==> src/rtl/run_ctrl.sv <==
// run_ctrl: idle/run/done sequencer issuing len_i step requests over a req/ack handshake.
// Optional watchdog enabled by defining RUN_CTRL_TIMEOUT_EN.
module run_ctrl #(
    parameter int unsigned CNT_W   = 8,
    parameter int unsigned TIMEOUT = 255
) (
    input  logic             clk,
    input  logic             rst,
    input  logic             start_i,
    input  logic [CNT_W-1:0] len_i,
    input  logic             abort_i,
    input  logic             clear_i,
    output logic             step_req_o,
    input  logic             step_ack_i,
    output logic [CNT_W-1:0] step_idx_o,
    output logic             idle_o,
    output logic             run_o,
    output logic             done_o,
    output logic             err_o
);

    localparam logic [1:0] ST_IDLE = 2'd0;
    localparam logic [1:0] ST_RUN  = 2'd1;
    localparam logic [1:0] ST_DONE = 2'd2;

    logic [1:0]       state_q, state_d;
    logic [CNT_W-1:0] idx_q, idx_d;
    logic [CNT_W-1:0] len_q, len_d;
    logic             err_q, err_d;
    logic             hs;
    logic             last_step;

`ifdef RUN_CTRL_TIMEOUT_EN
    localparam int unsigned WD_W = (TIMEOUT < 1) ? 1 : $clog2(TIMEOUT + 1);
    logic [WD_W-1:0] wd_q, wd_d;
    logic            wd_expire;

    assign wd_expire = (wd_q == WD_W'(TIMEOUT - 1));
`endif

    assign hs        = step_req_o & step_ack_i;
    assign last_step = (idx_q == (len_q - CNT_W'(1)));

    // Next-state and datapath update
    always_comb begin
        state_d = state_q;
        idx_d   = idx_q;
        len_d   = len_q;
        err_d   = err_q;
`ifdef RUN_CTRL_TIMEOUT_EN
        wd_d    = wd_q;
`endif
        case (state_q)
            ST_IDLE: begin
                if (start_i) begin
                    len_d   = len_i;
                    idx_d   = '0;
                    err_d   = 1'b0;
                    state_d = (len_i != '0) ? ST_RUN : ST_DONE;
`ifdef RUN_CTRL_TIMEOUT_EN
                    wd_d    = '0;
`endif
                end
            end
            ST_RUN: begin
                if (abort_i) begin
                    state_d = ST_IDLE;
                    idx_d   = '0;
                    err_d   = 1'b0;
                end else if (hs) begin
`ifdef RUN_CTRL_TIMEOUT_EN
                    wd_d = '0;
`endif
                    if (last_step) begin
                        state_d = ST_DONE;
                    end else begin
                        idx_d = idx_q + CNT_W'(1);
                    end
                end
`ifdef RUN_CTRL_TIMEOUT_EN
                else begin
                    wd_d = wd_q + WD_W'(1);
                    if (wd_expire) begin
                        state_d = ST_DONE;
                        err_d   = 1'b1;
                    end
                end
`endif
            end
            ST_DONE: begin
                // Start takes priority over clear; abort acts as clear here
                if (start_i) begin
                    len_d   = len_i;
                    idx_d   = '0;
                    err_d   = 1'b0;
                    state_d = (len_i != '0) ? ST_RUN : ST_DONE;
`ifdef RUN_CTRL_TIMEOUT_EN
                    wd_d    = '0;
`endif
                end else if (clear_i || abort_i) begin
                    state_d = ST_IDLE;
                    idx_d   = '0;
                    err_d   = 1'b0;
                end
            end
            default: begin
                state_d = ST_IDLE;
                idx_d   = '0;
                err_d   = 1'b0;
            end
        endcase
    end

    always_ff @(posedge clk) begin
        if (rst) begin
            state_q <= ST_IDLE;
            idx_q   <= '0;
            len_q   <= '0;
            err_q   <= 1'b0;
        end else begin
            state_q <= state_d;
            idx_q   <= idx_d;
            len_q   <= len_d;
            err_q   <= err_d;
        end
    end

`ifdef RUN_CTRL_TIMEOUT_EN
    always_ff @(posedge clk) begin
        if (rst) begin
            wd_q <= '0;
        end else begin
            wd_q <= wd_d;
        end
    end
`endif

    // Status decoded purely from state registers
    assign run_o      = (state_q == ST_RUN);
    assign done_o     = (state_q == ST_DONE);
    assign idle_o     = ~(run_o | done_o);
    assign step_req_o = run_o;
    assign step_idx_o = idx_q;
`ifdef RUN_CTRL_TIMEOUT_EN
    assign err_o      = err_q;
`else
    assign err_o      = 1'b0;
`endif

endmodule

==> config.mk <==
export PLATFORM = sky130hd
export DESIGN_NAME = run_ctrl
export DESIGN_NICKNAME = d
export VERILOG_FILES = /design/src/rtl/run_ctrl.sv
export SDC_FILE = /design/constraint.sdc
export NUM_CORES = 1
export LEC_CHECK = 0
export CORE_ASPECT_RATIO = 1.75
export CORE_MARGIN = 2
export CORE_UTILIZATION = 49
export CTS_CLUSTER_SIZE = 16
export DETAILED_ROUTE_END_ITERATION = 12
export PLACE_DENSITY = 0.79
export SYNTH_ARGS = -nofsm -noshare
export SYNTH_HDL_FRONTEND = slang
export SYNTH_SLANG_ARGS = --single-unit
==> constraint.sdc <==
create_clock -name clk -period 2.4 [get_ports clk]
set_input_delay 0.24 -clock clk [delete_from_list [all_inputs] [get_ports clk]]
set_output_delay 0.24 -clock clk [all_outputs]
set_load 0.05 [all_outputs]
# After elaboration in Yosys (flattened, before gate mapping)

Index checks and enable logic that the tools add are counted.

Logic and storage cells: 38
Register bits after elaboration: 18
Memory bits (writable): 0
Output and inout port bits: 13
Memories kept: 0
ROM bits: 0
Bits in latches: 0
Input port bits: 14

Add/subtract/negate cells: 2
Divide/modulo/power cells: 0
Shift operators: 0
Order comparisons: 0
Equality and inequality tests: 8
$mul: 0
Multiplexer cells: 15
Reductions and logical operators: 7
Bitwise operators: 3

Operators with widths:

| kind                                                                     | count |
|---|---|
| 8-bit 2-to-1 mux                                                         | 6 |
| 8-bit one-hot mux with 3 select lines                                    | 1 |
| 2-bit 2-to-1 mux                                                         | 7 |
| 3-bit by 2-bit inequality test with 1-bit output (second input constant) | 3 |
| 8-bit by 1-bit adder with 8-bit output (second input constant)           | 1 |
| 8-bit == test                                                            | 1 |
| 4-bit AND reduction                                                      | 2 |
| 8-bit nonzero test                                                       | 1 |
| 8-bit by 1-bit subtractor with 8-bit output (second input constant)      | 1 |
| 2-bit one-hot mux with 3 select lines                                    | 1 |
| 3-bit inequality test (second input constant)                            | 1 |
| 2-bit by 1-bit == test with 1-bit output (second input constant)         | 1 |
| 2-bit == test (second input constant)                                    | 1 |
| 2-bit logical NOT                                                        | 1 |
| 2-bit inequality test (second input constant)                            | 1 |
| 2-bit AND reduction                                                      | 1 |
| 2-bit OR reduction                                                       | 1 |
| 1-bit bitwise AND                                                        | 1 |
| 1-bit logical OR                                                         | 1 |
| 1-bit NOT                                                                | 1 |
| 1-bit bitwise OR                                                         | 1 |

# Depth between registers and ports, before layout

Word-level depth: 6
Gate-level depth with buffers: 10
Mapped depth without buffers: 9

# Worst setup path before layout

No wires, ideal clock.

Kind: register -> register
Start: register idx_q[7], in the netlist step_idx_o[7]
End: register state_q[1]
Clock period less this slack: 2.184 ns
Path slack: 0.216 ns
Setup time: 0.128 ns
Arrival time: 2.057 ns
Buffers on the path: 0
Required time: 2.272 ns
Stages on the path, launching flop included: 8
Cell sequence: dfxtp_1 xor2_1 a2111oi_1 a31oi_1 o211a_1 o31ai_1 mux2i_1 nor2_1

Word-level cells in the longest chain between the ends: 3

RTL lines:

| what                                                       | RTL line | source |
|---|---|---|
| start: declaration                                         | 27       | `logic [CNT_W-1:0] idx_q, idx_d;` |
| start signal: assignment                                   | 122      | `idx_q <= idx_d;` |
| 8-bit == test                                              | 42       | `assign last_step = (idx_q == (len_q - CNT_W'(1)));` |
| 3-bit by 2-bit inequality test with 1-bit output (no line) | -        |  |
| 4-bit AND reduction (no line)                              | -        |  |
| end signal: assignment                                     | 121      | `state_q <= state_d;` |
| end: declaration                                           | 26       | `logic [1:0] state_q, state_d;` |

Every way passes these cells.
A chain may end at the register's enable or synchronous reset.

# Final worst setup path

Start: register len_q[0]
End: register idx_q[5], in the netlist step_idx_o[5]

Word-level cells in the longest chain between the ends: 4

RTL lines:

| what                                        | RTL line | source |
|---|---|---|
| start: declaration                          | 28       | `logic [CNT_W-1:0] len_q, len_d;` |
| start signal: assignment                    | 123      | `len_q <= len_d;` |
| 8-bit by 1-bit subtractor with 8-bit output | 42       |  |
| 8-bit == test                               | 42       |  |
| 3-bit inequality test (no line)             | -        |  |
| 4-bit AND reduction (no line)               | -        |  |

Every way passes these cells.

==> out/metrics.cfg <==
[power_and_ir_drop]
pwr-share-seq_pct=33.6
pwr-share-clk_pct=22.8
ir_drop_mv=0.477
sw_frac_of_total_pct=37.7
p_int_w=0.000676
p_switching_w=0.000410
pwr-share-comb_pct=43.6
total_leakage_power_nw=0.534
power_density_mw_per_mm2=733

[layout]
fin_nets=183
n_fill_cell=198
antenna_cells=0
drive_gt1_share_pct=6.79
syn_to_final_growth_pct=29.4

[routing]
post_drt_wl_per_cell_um=14.3
dr_wl_met3_um=80
dr.pass1.iters=4
dr.first_iter.drc_count=34
dr_total_vias=1087
drc=0
totalWireLength_um=2670
via_per_inst=5.81
wl_met1_um=1030
routed.top_layer=met4
wl_met2_um=1510
drtAntennaViolNets=0

[timing]
timing.final.crit_share_pct=92.3
hold_viol=0
relSlewSlack_pct=65.2
finalCriticalPeriod_ps=2220
clock.fmax_mhz=451
rsz0062_at_grt=no
tns_ps=0
timing.hold.ws_ps=514
finalSetupViolCount=0
maxSlewViolCount=0
skew_ps=0.936
tightest_slew_ps=520

[critical_path]
timing.rr.end=step_idx_o[5]
start_kind=flop
rrSetupSlack_ps=180
cp_cell_sequence=inv_1 > ha_1 > and3b_1 > o21ai_1 > o311ai_1 > o2111ai_1 > o21bai_4 > or4_1 > a21oi_1
critPathRequiredTime_ps=2590
cpPeakStageDelay_ps=520
crit_type=reg2reg
worst-r2r-cell-count=9
end_kind=flop
path_max_fanout=16
slowest_stage=or4_1
crit_arrival_ps=2400
r2r-start=len_q[0]

[grt]
grt_antenna_before_repair=0
grt_max_degree=17
grt_use_total_pct=23.1
grt_pass1_wl_um=4320
overflow=0
grt_pass1_vias=1043

[job]
cap_viol_max_count=0

[cts]
clk_pin_slew_worst_paths_ps=70
clockBufferDepth=2
cts_tree=done
cts-root-buf=clkbuf_8
clock_latency_ps=250
cts_setup_buffers=0
cts_sinks=18
htreeDepth=1
ctsResizeCount=0
cts_hold_buf=0
cts_made_buffers=3

[floorplan]
die-area_mm2=0.00275
die_h_um=67.9
num_rows=23
coreArea_mm2=0.00224
initial_core_util_pct=50.9
ios=27
die_w_um=40.5

[synthesis]
syn_inst=135
ys_ff_latch=18
yosysWarnings=0
async_reset_ff_share_pct=0
synth_edf_count=0
synthDistinctLibCells=39
netlist_area_mm2=0.00114
syn_avg_cell_area_um2=8.47
ys.flop_type=dfxtp_1
mappedNetlistNets=155
ys_seq_area_share_pct=31.5

[placed_design]
portBuffers=25
hpwlAfterDp_um=2130
gp_congestion=0.811

[outcome]
status=finished clean

[min_path]
hold_start=step_idx_o[7]
holdPathStages=2
min_to=step_idx_o[7]
hp-class=reg2reg

-- cell families after synthesis --
group	after synthesis	synth area share [%]
AOI/OAI and AO/OA	31	17.8
other	1	0.328
xor gates and xnor gates	8	6.13
buffers and inverters	11	4.38
adders and majority gates	6	6.56
muxes	9	7.88
and+or+nand+nor	51	25.4
DFF	18	31.5
-- cell type report --
type	count	area, um2	area share, %
Inverter	7	26.3	1.78
Tap cell	25	31.3	2.11
Multi-Input combinational cell	106	741	50.0
Clock buffer	4	55.1	3.72
Sequential cell	18	362	24.4
Timing Repair Buffer	27	265	17.9
-- power by group through the flow --
stage	Clock (W)	Combinational [W]	Sequential, W
floorplan	0	0.000348	0.000364
global placement	0	0.000456	0.000369
detailed placement	0	0.000467	0.000372
CTS	0.000248	0.000471	0.000365
global route	0.000269	0.000512	0.000371
finish	0.000247	0.000473	0.000365
-- cells in the mapped netlist (2+ instances only) --
library cell / count / area [um2]
ha_1: 6 / 75.1
nand3b_1: 2 / 15.0
nor3_1: 6 / 30.0
inv_1: 7 / 26.3
or3_1: 4 / 25.0
o21ai_1: 9 / 45.0
or4_1: 4 / 30.0
nand2b_1: 3 / 18.8
nor2_1: 13 / 48.8
xnor2_1: 7 / 61.3
mux2i_1: 9 / 90.1
nand2_1: 4 / 15.0
dfxtp_1: 18 / 360
nand3_1: 5 / 25.0
o31ai_1: 4 / 30.0
buf_4: 2 / 15.0
a21oi_1: 7 / 35.0
nor2b_1: 4 / 25.0
-- worst max-delay path, delay by kind of cell, from the launching register on --
family                     cells  cell delay (ps)
AOI/OAI and AO/OA              5              750
and+or+nand+nor                2              710
DFF                            1              380
adders and majority gates      1              240
buffers and inverters          1               60
-- registers in the layout (all words and copies together) (netlist names) --
name	flops
len_q	8
step_idx_o	8
state_q	2
-- placed cells by master (no fill, tap or decap), drive strengths merged, types with 5 or more instances in the layout --
cell type / n
a21oi: 7
clkdlybuf4s50: 25
dfxtp: 18
ha: 6
inv: 7
mux2i: 9
nand3: 5
nor2: 13
nor3: 7
o21ai: 10
xnor2: 7
-- metal layers --
layer / global-route usage [%] / vias to the layer above
li1: - / 547
met1: 22.4 / 513
met2: 42.5 / 23
met3: 3.57 / 4
met4: 12.5 / 0
met5: 0 / -
-- how the worst max path moves through the flow --
stage	startpoint	to	depth (start not counted)
final	len_q[0]	step_idx_o[5]	9
after global routing	len_q[0]	state_q[1]	9
after CTS	len_q[0]	step_idx_o[5]	9
after detailed placement	len_q[0]	step_idx_o[5]	9
after global placement	len_q[0]	step_idx_o[5]	9
after floorplan	step_idx_o[7]	state_q[1]	7
-- stage by stage --
stage               cell area, um2  power [W]  instances  worst slack (ps)  utilization, %
floorplan                     1140   0.000712        135               216               -
global placement              1420   0.000824        183               264            63.1
detailed placement            1420   0.000839        183               134            63.1
CTS                           1470    0.00108        187              97.5            65.6
global route                  1480    0.00115        187              19.6            65.9
finish                        1480    0.00109        187               184            65.9
Power figures use the tool's default switching activity.
